$ cat config.mk
export PLATFORM = sky130hd
export DESIGN_NAME = pong_game_ctrl
export DESIGN_NICKNAME = d
export VERILOG_FILES = /design/src/rtl/pong_pkg.sv /design/src/rtl/bcd2_sat_counter.sv /design/src/rtl/pong_game_ctrl.sv
export SDC_FILE = /design/constraint.sdc
export NUM_CORES = 1
export LEC_CHECK = 0
export ABC_AREA = 0
export BUFFER_PORTS_ARGS = -buffer_cell sky130_fd_sc_hd__buf_4
export CAP_MARGIN = 20
export CORE_UTILIZATION = 40
export DETAILED_ROUTE_END_ITERATION = 6
export GPL_TIMING_DRIVEN = 0
export PLACE_DENSITY_LB_ADDON = 0.25
export SLEW_MARGIN = 20
export SYNTH_ARGS = -nofsm -noshare
export SYNTH_HDL_FRONTEND = slang
export SYNTH_SLANG_ARGS = --single-unit
$ cat constraint.sdc
create_clock -name clk25 -period 7.1 [get_ports clk25]
set_input_delay 0.71 -clock clk25 [delete_from_list [all_inputs] [get_ports clk25]]
set_output_delay 0.71 -clock clk25 [all_outputs]
set_load 0.05 [all_outputs]
$ cat src/rtl/pong_pkg.sv
// rtl/pong_pkg.sv - shared types, widths and BCD helper for the pong game sequencer
package pong_pkg;

  localparam int SCORE_W     = 8;
  localparam int STEP_W      = 3;
  localparam int LIVES_W     = 2;
  localparam int FRAME_CNT_W = 7;

  typedef enum logic [2:0] {
    ST_IDLE  = 3'd0,
    ST_SERVE = 3'd1,
    ST_PLAY  = 3'd2,
    ST_MISS  = 3'd3,
    ST_OVER  = 3'd4
  } state_e;

  // Two-digit BCD increment that sticks at 99 instead of wrapping.
  function automatic logic [SCORE_W-1:0] bcd2_inc_sat(input logic [SCORE_W-1:0] v);
    logic [SCORE_W-1:0] r;
    if (v == 8'h99) begin
      r = v;
    end else if (v[3:0] == 4'd9) begin
      r = {v[7:4] + 4'd1, 4'd0};
    end else begin
      r = {v[7:4], v[3:0] + 4'd1};
    end
    return r;
  endfunction

endpackage

$ cat src/rtl/bcd2_sat_counter.sv
// rtl/bcd2_sat_counter.sv - two-digit BCD counter with clear, increment and saturation at 99
module bcd2_sat_counter
  import pong_pkg::*;
(
  input  logic               clk,
  input  logic               rst,
  input  logic               clear,
  input  logic               inc,
  output logic [SCORE_W-1:0] bcd
);

  logic [SCORE_W-1:0] value_q;
  logic [SCORE_W-1:0] value_d;

  // Clear wins over increment so a new game always starts from 00.
  always_comb begin
    value_d = value_q;
    if (clear) begin
      value_d = '0;
    end else if (inc) begin
      value_d = bcd2_inc_sat(value_q);
    end
  end

  // Count register.
  always_ff @(posedge clk or posedge rst) begin
    if (rst) begin
      value_q <= '0;
    end else begin
      value_q <= value_d;
    end
  end

  assign bcd = value_q;

endmodule

$ cat src/rtl/pong_game_ctrl.sv
// rtl/pong_game_ctrl.sv - frame-rate game sequencer: state, lives, BCD score and ball speed
module pong_game_ctrl
  import pong_pkg::*;
#(
  parameter int LIVES            = 3,
  parameter int SERVE_FRAMES     = 60,
  parameter int MISS_FRAMES      = 63,
  parameter int HITS_PER_SPEEDUP = 4,
  parameter int MIN_STEP         = 2,
  parameter int MAX_STEP         = 6
) (
  input  logic               clk25,
  input  logic               Reset,
  input  logic               start_btn,
  input  logic               end_of_frame,
  input  logic               paddle_hit,
  input  logic               ball_missed,
  output logic [2:0]         state,
  output logic               ball_reset,
  output logic               ball_enable,
  output logic [STEP_W-1:0]  ball_step,
  output logic [LIVES_W-1:0] lives,
  output logic [SCORE_W-1:0] score,
  output logic               miss_flash,
  output logic               game_over
);

  localparam int HIT_W = $clog2(HITS_PER_SPEEDUP + 1);

  localparam logic [FRAME_CNT_W-1:0] SERVE_LOAD = FRAME_CNT_W'(SERVE_FRAMES);
  localparam logic [FRAME_CNT_W-1:0] MISS_LOAD  = FRAME_CNT_W'(MISS_FRAMES);
  localparam logic [STEP_W-1:0]      STEP_MIN   = STEP_W'(MIN_STEP);
  localparam logic [STEP_W-1:0]      STEP_MAX   = STEP_W'(MAX_STEP);
  localparam logic [LIVES_W-1:0]     LIVES_INIT = LIVES_W'(LIVES);
  localparam logic [HIT_W-1:0]       HIT_LAST   = HIT_W'(HITS_PER_SPEEDUP - 1);

  state_e                 state_q, state_d;
  logic [2:0]             sync_q, sync_d;
  logic [FRAME_CNT_W-1:0] frame_cnt_q, frame_cnt_d;
  logic [HIT_W-1:0]       hit_cnt_q, hit_cnt_d;
  logic [LIVES_W-1:0]     lives_q, lives_d;
  logic [STEP_W-1:0]      step_q, step_d;
  logic                   hit_pend_q, hit_pend_d;
  logic                   miss_pend_q, miss_pend_d;
  logic                   ball_reset_q, ball_reset_d;
  logic                   ball_enable_q, ball_enable_d;
  logic                   miss_flash_q, miss_flash_d;
  logic                   game_over_q, game_over_d;
  logic                   start_rise;
  logic                   hit_eval, miss_eval;
  logic                   score_clr, score_inc;

  // Button synchronizer shift chain; stage 2 is the previous value for edge detect.
  always_comb begin
    sync_d = {sync_q[1:0], start_btn};
  end

  assign start_rise = sync_q[1] & ~sync_q[2];
  assign hit_eval   = hit_pend_q | paddle_hit;
  assign miss_eval  = miss_pend_q | ball_missed;

  // Next-state, counters, sticky event flags and Moore output decode.
  always_comb begin
    state_d     = state_q;
    frame_cnt_d = frame_cnt_q;
    hit_cnt_d   = hit_cnt_q;
    lives_d     = lives_q;
    step_d      = step_q;
    score_clr   = 1'b0;
    score_inc   = 1'b0;
    hit_pend_d  = 1'b0;
    miss_pend_d = 1'b0;

    if (state_q == ST_PLAY && !end_of_frame) begin
      hit_pend_d  = hit_eval;
      miss_pend_d = miss_eval;
    end

    case (state_q)
      ST_IDLE, ST_OVER: begin
        if (start_rise) begin
          state_d     = ST_SERVE;
          lives_d     = LIVES_INIT;
          step_d      = STEP_MIN;
          hit_cnt_d   = '0;
          frame_cnt_d = SERVE_LOAD;
          score_clr   = 1'b1;
        end
      end
      ST_SERVE: begin
        if (end_of_frame) begin
          if (frame_cnt_q == FRAME_CNT_W'(1)) begin
            state_d = ST_PLAY;
          end else begin
            frame_cnt_d = frame_cnt_q - FRAME_CNT_W'(1);
          end
        end
      end
      ST_PLAY: begin
        if (end_of_frame) begin
          if (miss_eval) begin
            state_d     = ST_MISS;
            lives_d     = lives_q - LIVES_W'(1);
            frame_cnt_d = MISS_LOAD;
          end else if (hit_eval) begin
            score_inc = 1'b1;
            if (hit_cnt_q == HIT_LAST) begin
              hit_cnt_d = '0;
              if (step_q < STEP_MAX) begin
                step_d = step_q + STEP_W'(1);
              end
            end else begin
              hit_cnt_d = hit_cnt_q + HIT_W'(1);
            end
          end
        end
      end
      ST_MISS: begin
        if (end_of_frame) begin
          if (frame_cnt_q == FRAME_CNT_W'(1)) begin
            if (lives_q == '0) begin
              state_d = ST_OVER;
            end else begin
              state_d     = ST_SERVE;
              frame_cnt_d = SERVE_LOAD;
              hit_cnt_d   = '0;
            end
          end else begin
            frame_cnt_d = frame_cnt_q - FRAME_CNT_W'(1);
          end
        end
      end
      default: begin
        state_d = ST_IDLE;
      end
    endcase

    if (state_d != ST_PLAY) begin
      hit_pend_d  = 1'b0;
      miss_pend_d = 1'b0;
    end

    ball_reset_d  = (state_d == ST_IDLE) || (state_d == ST_SERVE) || (state_d == ST_OVER);
    ball_enable_d = (state_d == ST_PLAY);
    miss_flash_d  = (state_d == ST_MISS);
    game_over_d   = (state_d == ST_OVER);
  end

  // All state and output registers; synchronizer resets high so a held button cannot start a game.
  always_ff @(posedge clk25 or posedge Reset) begin
    if (Reset) begin
      state_q       <= ST_IDLE;
      sync_q        <= 3'b111;
      frame_cnt_q   <= '0;
      hit_cnt_q     <= '0;
      lives_q       <= LIVES_INIT;
      step_q        <= STEP_MIN;
      hit_pend_q    <= 1'b0;
      miss_pend_q   <= 1'b0;
      ball_reset_q  <= 1'b1;
      ball_enable_q <= 1'b0;
      miss_flash_q  <= 1'b0;
      game_over_q   <= 1'b0;
    end else begin
      state_q       <= state_d;
      sync_q        <= sync_d;
      frame_cnt_q   <= frame_cnt_d;
      hit_cnt_q     <= hit_cnt_d;
      lives_q       <= lives_d;
      step_q        <= step_d;
      hit_pend_q    <= hit_pend_d;
      miss_pend_q   <= miss_pend_d;
      ball_reset_q  <= ball_reset_d;
      ball_enable_q <= ball_enable_d;
      miss_flash_q  <= miss_flash_d;
      game_over_q   <= game_over_d;
    end
  end

  bcd2_sat_counter u_score (
    .clk   (clk25),
    .rst   (Reset),
    .clear (score_clr),
    .inc   (score_inc),
    .bcd   (score)
  );

  assign state       = state_q;
  assign ball_reset  = ball_reset_q;
  assign ball_enable = ball_enable_q;
  assign ball_step   = step_q;
  assign lives       = lives_q;
  assign miss_flash  = miss_flash_q;
  assign game_over   = game_over_q;

endmodule
==> results of run 1 <==
logic make-up (layout without fill, tap and decap cells):
logic type               Yosys count  count (layout)  synth area share
AND/OR/NAND/NOR                   72              72             0.228
AO/OA/AOI/OAI                     41              41             0.146
flip-flops                        35              35             0.477
buffers and inverters             22              54            0.0452
adder cells (fa/ha/maj)            9               9            0.0608
multiplexers                       5               5            0.0284
XOR/XNOR                           3               3            0.0142
cell type report:
type	count	area, µm²
Buffer	7	27.5
Sequential cell	35	885
Multi-Input combinational cell	130	885
Clock buffer	8	100
Fill cell	414	2220
Timing Repair Buffer	24	180
Inverter	15	56.3
Tap cell	52	65.1
worst paths after layout:
| kind | cells after the start | endpoint |
|---|---|---|
| worst max-delay path | 5 | hit_cnt_q[0] |
| worst min-delay path | 0 | sync_q[1] |
| worst max register to register | 5 | hit_cnt_q[0] |
| worst min register to register | 0 | sync_q[1] |
| max in group asynchronous | 2 | u_score.bcd[3] |
| min in group asynchronous | 2 | hit_cnt_q[1] |
critical path, stage by stage (launching register included):
cell,delay (ns)
sky130_fd_sc_hd__dfrtp_1,0.41
sky130_fd_sc_hd__or4_4,0.58
sky130_fd_sc_hd__nor3b_4,0.33
sky130_fd_sc_hd__nand3_1,0.11
sky130_fd_sc_hd__a222oi_1,0.52
sky130_fd_sc_hd__mux2_2,0.40
state kept, by name (all words and copies together) (netlist names), 2 cells and up:
| register | count |
|---|---|
| sync_q | 3 |
| ball_step | 3 |
| frame_cnt_q | 7 |
| lives | 2 |
| hit_cnt_q | 3 |
| state | 3 |
| u_score.bcd | 8 |
power breakdown:
group / internal (mW) / switching (mW) / leakage (nW)
Sequential: 0.228 / 0.0253 / 0.440
Combinational: 0.0532 / 0.0872 / 0.542
Clock: 0.0885 / 0.0680 / 0.0515
layer usage:
| metal | routed length (µm) | vias up | global-route usage | share of wire |
|---|---|---|---|---|
| met3 | 154 | 2 | 0.0433 | 0.042 |
| met2 | 1660 | 29 | 0.237 | 0.45 |
| met4 | 8 | 0 | 0.0267 | 0.0022 |
| li1 | - | 729 | - | - |
| met5 | 0 | - | 0 | 0 |
| met1 | 1840 | 694 | 0.235 | 0.50 |
synthesized netlist by cell type, types with 2 or more instances:
master,instances
sky130_fd_sc_hd__nand2_1,10
sky130_fd_sc_hd__or3_1,3
sky130_fd_sc_hd__nand3b_1,2
sky130_fd_sc_hd__dfrtp_1,28
sky130_fd_sc_hd__ha_1,9
sky130_fd_sc_hd__or3b_2,2
sky130_fd_sc_hd__nor3_1,9
sky130_fd_sc_hd__nor3b_1,3
sky130_fd_sc_hd__nor2_1,15
sky130_fd_sc_hd__and3b_1,2
sky130_fd_sc_hd__nand2b_1,5
sky130_fd_sc_hd__mux2_2,2
sky130_fd_sc_hd__o21ai_0,5
sky130_fd_sc_hd__dfstp_2,7
sky130_fd_sc_hd__a21boi_0,2
sky130_fd_sc_hd__and2_1,3
sky130_fd_sc_hd__inv_1,15
sky130_fd_sc_hd__a21oi_1,16
sky130_fd_sc_hd__nand3_1,4
sky130_fd_sc_hd__a41oi_1,2
sky130_fd_sc_hd__xor2_1,2
sky130_fd_sc_hd__o31ai_1,3
sky130_fd_sc_hd__nor2b_1,5
sky130_fd_sc_hd__clkbuf_1,6
sky130_fd_sc_hd__a31oi_1,5
sky130_fd_sc_hd__mux2i_1,3
through the flow:
| stage | cells | util | hold WS (ns) | power (mW) |
|---|---|---|---|---|
| 2_1_floorplan | 187 | - | 0.345 | 0.359 |
| 3_3_place_gp | 263 | 0.475 | 0.348 | 0.394 |
| 3_5_place_dp | 263 | 0.475 | 0.348 | 0.397 |
| 4_1_cts | 271 | 0.498 | 0.364 | 0.558 |
| 5_1_grt | 271 | 0.498 | 0.370 | 0.582 |
| 6_report | 271 | 0.498 | 0.361 | 0.550 |
==> flow_summary.ini, run 1 <==
[run_status]
status = complete, no violations

[floorplanning]
die_height_um = 70.1
design.portCount = 26
chipWidth_um = 70.1
coreArea_mm2 = 0.00441
die_area_mm2 = 0.00491
initial_core_util = 0.420
row_count = 24

[synth]
async_sr_flop_fraction = 1.00
synth_cell_type_count = 45
post-synth-top-area-fraction = 0.378
post_synth_instance_area_mm2 = 0.00185
postSynthCellCount = 187
syn_nets = 202
synth_edf_count = 0
ys_dominant_reg_cell = sky130_fd_sc_hd__dfrtp_1
ys_warn_count = 0
area_leader_netlist = sky130_fd_sc_hd__dfrtp_1
avgSynthCellArea_um2 = 9.91
ys_ff_latch = 35
yosysSeqAreaShare = 0.477
synthTopCellsByArea = sky130_fd_sc_hd__dfrtp_1, sky130_fd_sc_hd__dfstp_2, sky130_fd_sc_hd__ha_1, sky130_fd_sc_hd__a21oi_1, sky130_fd_sc_hd__inv_1

[worst_hold_path]
hold_path.startpoint = sync_q[0]
hold_path_class = flip-flop to flip-flop

[placement]
place_congestion = 0.841
post-dp-hpwl_um = 2620
io_buffer_count = 24
postPlaceCellArea_mm2 = 0.00210
worst_setup_slack_after_placement_ns = 4.43

[sta]
fin_setup_tns_ns = 0
endpoints_failing_hold = 0
setup_ws_ns = 4.64
grt_setup_unrepaired = no
timing.fmax_mhz = 406
setup_skew_after_layout_ns = 0.00379
final_max_slew_viol_count = 0
share_of_the_clock_period_used_by_the_worst_path_after_layout = 0.347
setup_viol_count_final = 0
layout_min_cycle_time_ns = 2.46
slew_at_the_pin_closest_to_its_max_slew_limit_ns = 0.730
worst_slew_margin_rel = 0.513

[worst_setup_path]
cp.required_ns = 7.27
rrSetupSlack_ns = 4.64
critical_path.max_fanout = 6
cp.arrival_ns = 2.63
setup.worst_path.start_class = flip-flop
critPathCaptureType = flip-flop
rr_startpoint = frame_cnt_q[5]
worst-setup-path-type = flip-flop to flip-flop
timing_startpoint_of_the_critical_path = frame_cnt_q[5]

[global_routing]
antenna_found_initial = 0
first_global_vias = 1345
track_usage = 0.159
maximum_number_of_pins_on_one_net_before_global_route_repair = 36
grt_pass1_wl_um = 6320
globalRoute.totalOverflow = 0

[cts]
clkTransAtPathRegs_ns = 0.07
cts_max_path_buffers = 2
cts-buffers-inserted = 5
worst_skew_pair.late_latency_ns = 0.28
cts_repair_resize_count = 0
tritoncts = done
cts-htree-levels = 2
clock_sink_count = 35
ctsHoldBuffers = 0
postCtsSetupBuffers = 0
clock-root-buffer = sky130_fd_sc_hd__clkbuf_8

[power]
cellPowerDensity_mw_per_mm2 = 250
irDropWorstVdd_v = 0.000174
power.leakage_nw = 1.03

[detailed_routing]
post_drt_via_cell_ratio = 5.37
via_count = 1454
drt_first_iter_violations = 81
drc = 0
dr.pass1.iters = 4
final_ant_viol_nets = 0
wl_um = 3660
detail_route.wl_per_cell_um = 13.5

[job]
drv_cap = 0

[layout]
antenna_cells = 0
syn2layout_area_growth_pct = 18.6
final_layout_size_suffix_gt1_frac = 0.233
layout_commonest_cell = sky130_fd_sc_hd__dfrtp_1
finish.instance_area_mm2 = 0.00220
layout.cells.most_common_list = sky130_fd_sc_hd__dfrtp_1, sky130_fd_sc_hd__buf_4, sky130_fd_sc_hd__a21oi_1
net_total_in_the_final_layout = 233
Note: power is estimated with default switching activity, not from simulation.
==> run 2, diff against run 1 <==
==> constraint.sdc (replaced) <==
create_clock -name clk25 -period 2.4 [get_ports clk25]
set_input_delay 0.24 -clock clk25 [delete_from_list [all_inputs] [get_ports clk25]]
set_output_delay 0.24 -clock clk25 [all_outputs]
set_load 0.05 [all_outputs]
==> flow_summary.ini, run 2 (synthesized netlist as in run 1, its figures left out) <==
[placement]
post-dp-hpwl_um = 2620
place_congestion = 0.841
place.detailed.instances = 263
postPlaceCellArea_mm2 = 0.00210
io_buffer_count = 24

[detailed_routing]
drt_first_iter_violations = 96
detail_route.wl_per_cell_um = 13.5
final_ant_viol_nets = 0
via_count = 1462
wl_um = 3670
drc = 0
dr.pass1.iters = 4
post_drt_via_cell_ratio = 5.38

[cts]
cts-htree-levels = 2
worst_skew_pair.late_latency_ns = 0.28
tritoncts = done
cts-buffers-inserted = 5
clkTransAtPathRegs_ns = 0.07
ctsHoldBuffers = 0
clock_sink_count = 35
clock-root-buffer = sky130_fd_sc_hd__clkbuf_8
cts_max_path_buffers = 2

[power]
clock_power_share = 0.283
switching_share = 0.330
design_power_total_mw = 1.64
power.leakage_nw = 1.05
switch_pwr_mw = 0.542
cell_internal_power_dissipation_mw = 1.10
seq_power_share = 0.458
power_frac_comb = 0.259
cellPowerDensity_mw_per_mm2 = 733
irDropWorstVdd_v = 0.000535

[floorplanning]
design.portCount = 26
row_count = 24
coreArea_mm2 = 0.00441
die_height_um = 70.1
die_area_mm2 = 0.00491
chipWidth_um = 70.1
initial_core_util = 0.420

[global_routing]
track_usage = 0.159
grt_pass1_wl_um = 6330
antenna_found_initial = 0
globalRoute.totalOverflow = 0
first_global_vias = 1351
maximum_number_of_pins_on_one_net_before_global_route_repair = 36

[sta]
setup_skew_after_layout_ns = 0.00414
worst_slew_margin_rel = 0.515
timing.fmax_mhz = 435
finalHoldWorstSlack_ns = 0.0618
setup_viol_count_final = 0
endpoints_failing_hold = 0
share_of_the_clock_period_used_by_the_worst_path_after_layout = 0.957
grt_setup_unrepaired = no
final_max_slew_viol_count = 0
layout_min_cycle_time_ns = 2.30
slew_at_the_pin_closest_to_its_max_slew_limit_ns = 0.727

[layout]
net_total_in_the_final_layout = 234
syn2layout_area_growth_pct = 20.7
antenna_cells = 0
finish.instance_area_mm2 = 0.00224
final_layout_size_suffix_gt1_frac = 0.245
largest_register_ffs = 8
layout.cells.most_common_list = sky130_fd_sc_hd__dfrtp_1, sky130_fd_sc_hd__buf_4, sky130_fd_sc_hd__a21oi_1
final_cell_count_no_fill = 272
layout_commonest_cell = sky130_fd_sc_hd__dfrtp_1
fin_util = 0.507

[run_status]
status = complete, no violations

[worst_setup_path]
cp.required_ns = 2.57
setup.worst_path.start_class = flip-flop
cp.arrival_ns = 2.47
critical_path.max_fanout = 6
worst-setup-path-type = flip-flop to flip-flop
critPathCaptureType = flip-flop

[worst_hold_path]
hold_path_class = input port to flip-flop

[job]
drv_cap = 0
==> run 2: power by group through the flow <==
stage               registers (mW)  logic, mW  clock network (mW)
global placement             0.758      0.408                   0
floorplan                    0.824      0.239                   0
finish                       0.751      0.424               0.465
CTS                          0.747      0.423               0.484
global route                 0.759      0.465               0.508
detailed placement           0.758      0.418                   0
==> run 2: final timing paths <==
check	slack, ns	cells past startpoint	endpoint	start
worst max-delay path	0.10	6	hit_cnt_q[0]	frame_cnt_q[5]
worst min-delay path	0.06	1	sync_q[0]	start_btn
worst max register to register	0.10	6	hit_cnt_q[0]	frame_cnt_q[5]
worst min register to register	0.36	0	sync_q[1]	sync_q[0]
max in group asynchronous	1.84	2	u_score.bcd[3]	Reset
min in group asynchronous	0.09	2	u_score.bcd[4]	Reset
==> run 2: stage by stage <==
step / setup slack [ns] / setup TNS [ns]
2_1_floorplan: 0.136 / 0
3_3_place_gp: -0.0368 / -0.0368
3_5_place_dp: -0.0842 / -0.0842
4_1_cts: 0.0478 / 0
5_1_grt: 0.00836 / 0
6_report: 0.103 / 0
==> run 2: area by class of cell <==
type | count | area, µm²
Timing Repair Buffer | 26 | 195
Multi-Input combinational cell | 130 | 911
Buffer | 6 | 25.0
Inverter | 15 | 56.3
Sequential cell | 35 | 885
Clock buffer | 8 | 100
Fill cell | 402 | 2180
Tap cell | 52 | 65.1
==> run 2: timing repair <==
item,CTS,global route
setup buffers,2,0
resized for setup,1,4
endpoints found under the setup margin,2,7
pin swaps,1,1
==> run 2: metal layers <==
layer / global-route usage / part of all wire / up-vias
li1: - / - / 732
met1: 0.235 / 0.50 / 698
met2: 0.237 / 0.45 / 28
met3: 0.0433 / 0.040 / 4
met4: 0.0267 / 0.0044 / 0
met5: 0 / 0 / -
==> run 2: critical path: stages, from the launching register on <==
cell and delay (ns):
sky130_fd_sc_hd__dfrtp_1 0.41, sky130_fd_sc_hd__or4_4 0.58, sky130_fd_sc_hd__nor3b_4 0.35, sky130_fd_sc_hd__nand3_1 0.12, sky130_fd_sc_hd__a222oi_1 0.24, sky130_fd_sc_hd__buf_4 0.17, sky130_fd_sc_hd__mux2_2 0.32
==> run 3, diff against run 2 <==
--- a/config.mk
+++ b/config.mk
@@ -9,6 +9,7 @@
 export BUFFER_PORTS_ARGS = -buffer_cell sky130_fd_sc_hd__buf_4
 export CAP_MARGIN = 20
 export CORE_UTILIZATION = 40
+export CTS_BUF_LIST = sky130_fd_sc_hd__clkbuf_2
 export DETAILED_ROUTE_END_ITERATION = 6
 export GPL_TIMING_DRIVEN = 0
 export PLACE_DENSITY_LB_ADDON = 0.25
==> constraint.sdc (replaced) <==
create_clock -name clk25 -period 2.8 [get_ports clk25]
set_input_delay 0.28 -clock clk25 [delete_from_list [all_inputs] [get_ports clk25]]
set_output_delay 0.28 -clock clk25 [all_outputs]
set_load 0.05 [all_outputs]
==> flow_summary.ini, run 3 (synthesized netlist as in run 1, its figures left out) <==
[run_status]
status = complete, no violations

[floorplanning]
chipWidth_um = 70.1
coreArea_mm2 = 0.00441
die_area_mm2 = 0.00491
die_height_um = 70.1
initial_core_util = 0.420
row_count = 24
design.portCount = 26

[sta]
fin_setup_tns_ns = 0
share_of_the_clock_period_used_by_the_worst_path_after_layout = 0.883
slew_at_the_pin_closest_to_its_max_slew_limit_ns = 0.727
grt_setup_unrepaired = no
timing.fmax_mhz = 404
layout_min_cycle_time_ns = 2.47
setup_ws_ns = 0.326
setup_skew_after_layout_ns = 0.0178
worst_slew_margin_rel = 0.515
final_max_slew_viol_count = 0
endpoints_failing_hold = 0
setup_viol_count_final = 0

[placement]
postPlaceCellArea_mm2 = 0.00210
worst_setup_slack_after_placement_ns = 0.316
io_buffer_count = 24
post-dp-hpwl_um = 2620
place_congestion = 0.841

[detailed_routing]
drt_first_iter_violations = 73
detail_route.wl_per_cell_um = 13.5
via_count = 1459
dr.pass1.iters = 4
wl_um = 3670
post_drt_via_cell_ratio = 5.36
final_ant_viol_nets = 0
drc = 0

[cts]
clock-root-buffer = sky130_fd_sc_hd__clkbuf_2
clkTransAtPathRegs_ns = 0.18
cts-buffers-inserted = 5
postCtsSetupBuffers = 0
cts-htree-levels = 2
cts_max_path_buffers = 2
cts_repair_resize_count = 0
clock_sink_count = 35
worst_skew_pair.late_latency_ns = 0.36
tritoncts = done

[layout]
final_layout_size_suffix_gt1_frac = 0.227
finish.instance_area_mm2 = 0.00215
layout.cells.most_common_list = sky130_fd_sc_hd__dfrtp_1, sky130_fd_sc_hd__buf_4, sky130_fd_sc_hd__a21oi_1
antenna_cells = 0
layout_commonest_cell = sky130_fd_sc_hd__dfrtp_1
syn2layout_area_growth_pct = 15.8
net_total_in_the_final_layout = 234
largest_register_ffs = 8

[worst_setup_path]
rr_worst_depth = 5
timing_startpoint_of_the_critical_path = frame_cnt_q[5]
setup.worst_path.start_class = flip-flop
cp.arrival_ns = 2.75
rr_startpoint = frame_cnt_q[5]
worst_setup_path_endpoint = hit_cnt_q[0]
cp.required_ns = 3.08
critPathCaptureType = flip-flop
rrSetupSlack_ns = 0.33
worst-setup-path-type = flip-flop to flip-flop
critical_path.max_fanout = 6
reg2reg_to = hit_cnt_q[0]

[global_routing]
antenna_found_initial = 0
maximum_number_of_pins_on_one_net_before_global_route_repair = 36
grt_pass1_wl_um = 6320
first_global_vias = 1329
track_usage = 0.160
globalRoute.totalOverflow = 0

[power]
seq_power_share = 0.525
design_power_total_mw = 1.22
power_frac_comb = 0.293
switching_share = 0.366
irDropWorstVdd_v = 0.000310
cell_internal_power_dissipation_mw = 0.772
clock_power_share = 0.182
power.leakage_nw = 1.01
cellPowerDensity_mw_per_mm2 = 568
switch_pwr_mw = 0.447

[job]
drv_cap = 0

[worst_hold_path]
hold_path_class = input port to async pin
==> run 3: layout make-up <==
cell class,instances,area (µm²)
Timing Repair Buffer,25,190
Fill cell,424,2270
Multi-Input combinational cell,130,885
Clock buffer,6,30.0
Buffer,7,27.5
Inverter,15,56.3
Clock inverter,2,7.51
Tap cell,52,65.1
Sequential cell,35,885
==> run 3: metrics by stage <==
stage / instances / hold WS [ns] / utilization
2_1_floorplan: 187 / 0.284 / -
3_3_place_gp: 263 / 0.348 / 0.475
3_5_place_dp: 263 / 0.348 / 0.475
4_1_cts: 272 / 0.0245 / 0.486
5_1_grt: 272 / 0.0583 / 0.486
6_report: 272 / 0.0186 / 0.486
==> run 3: per-layer routing <==
metal	up-vias	part of all wire	track usage	wire (µm)
met2	32	0.44	0.231	1600
met4	0	0.010	0.0467	38
li1	733	-	-	-
met1	689	0.52	0.237	1890
met5	-	0	0	0
met3	5	0.037	0.0390	137
==> run 3: worst min path at each step <==
stage / startpoint / to / slack, ns / cells past startpoint
2_1_floorplan: start_btn / sync_q[0] / 0.28 / 0
3_3_place_gp: sync_q[0] / sync_q[1] / 0.35 / 0
3_5_place_dp: sync_q[0] / sync_q[1] / 0.35 / 0
4_1_cts: Reset / hit_cnt_q[1] / 0.02 / 2
5_1_grt: Reset / frame_cnt_q[3] / 0.06 / 2
6_report: Reset / frame_cnt_q[5] / 0.02 / 2
==> run 3: worst max-delay path: stages (launching register included) <==
cell and delay [ns]:
sky130_fd_sc_hd__dfrtp_1 0.45, sky130_fd_sc_hd__or4_4 0.58, sky130_fd_sc_hd__nor3b_4 0.33, sky130_fd_sc_hd__nand3_1 0.11
sky130_fd_sc_hd__a222oi_1 0.52, sky130_fd_sc_hd__mux2_2 0.40
==> run 3: power by group through the flow <==
stage               combinational (mW)  clock (mW)  sequential [mW]
global route                     0.391       0.256            0.650
global placement                 0.350           0            0.649
detailed placement               0.358           0            0.650
finish                           0.357       0.222            0.641
CTS                              0.360       0.237            0.640
floorplan                        0.205           0            0.707
==> run 3: what timing repair did <==
action | CTS | global route
hold endpoints to repair | 1 | 0
endpoints found under the setup margin | 0 | 0
hold buffers | 1 | 0
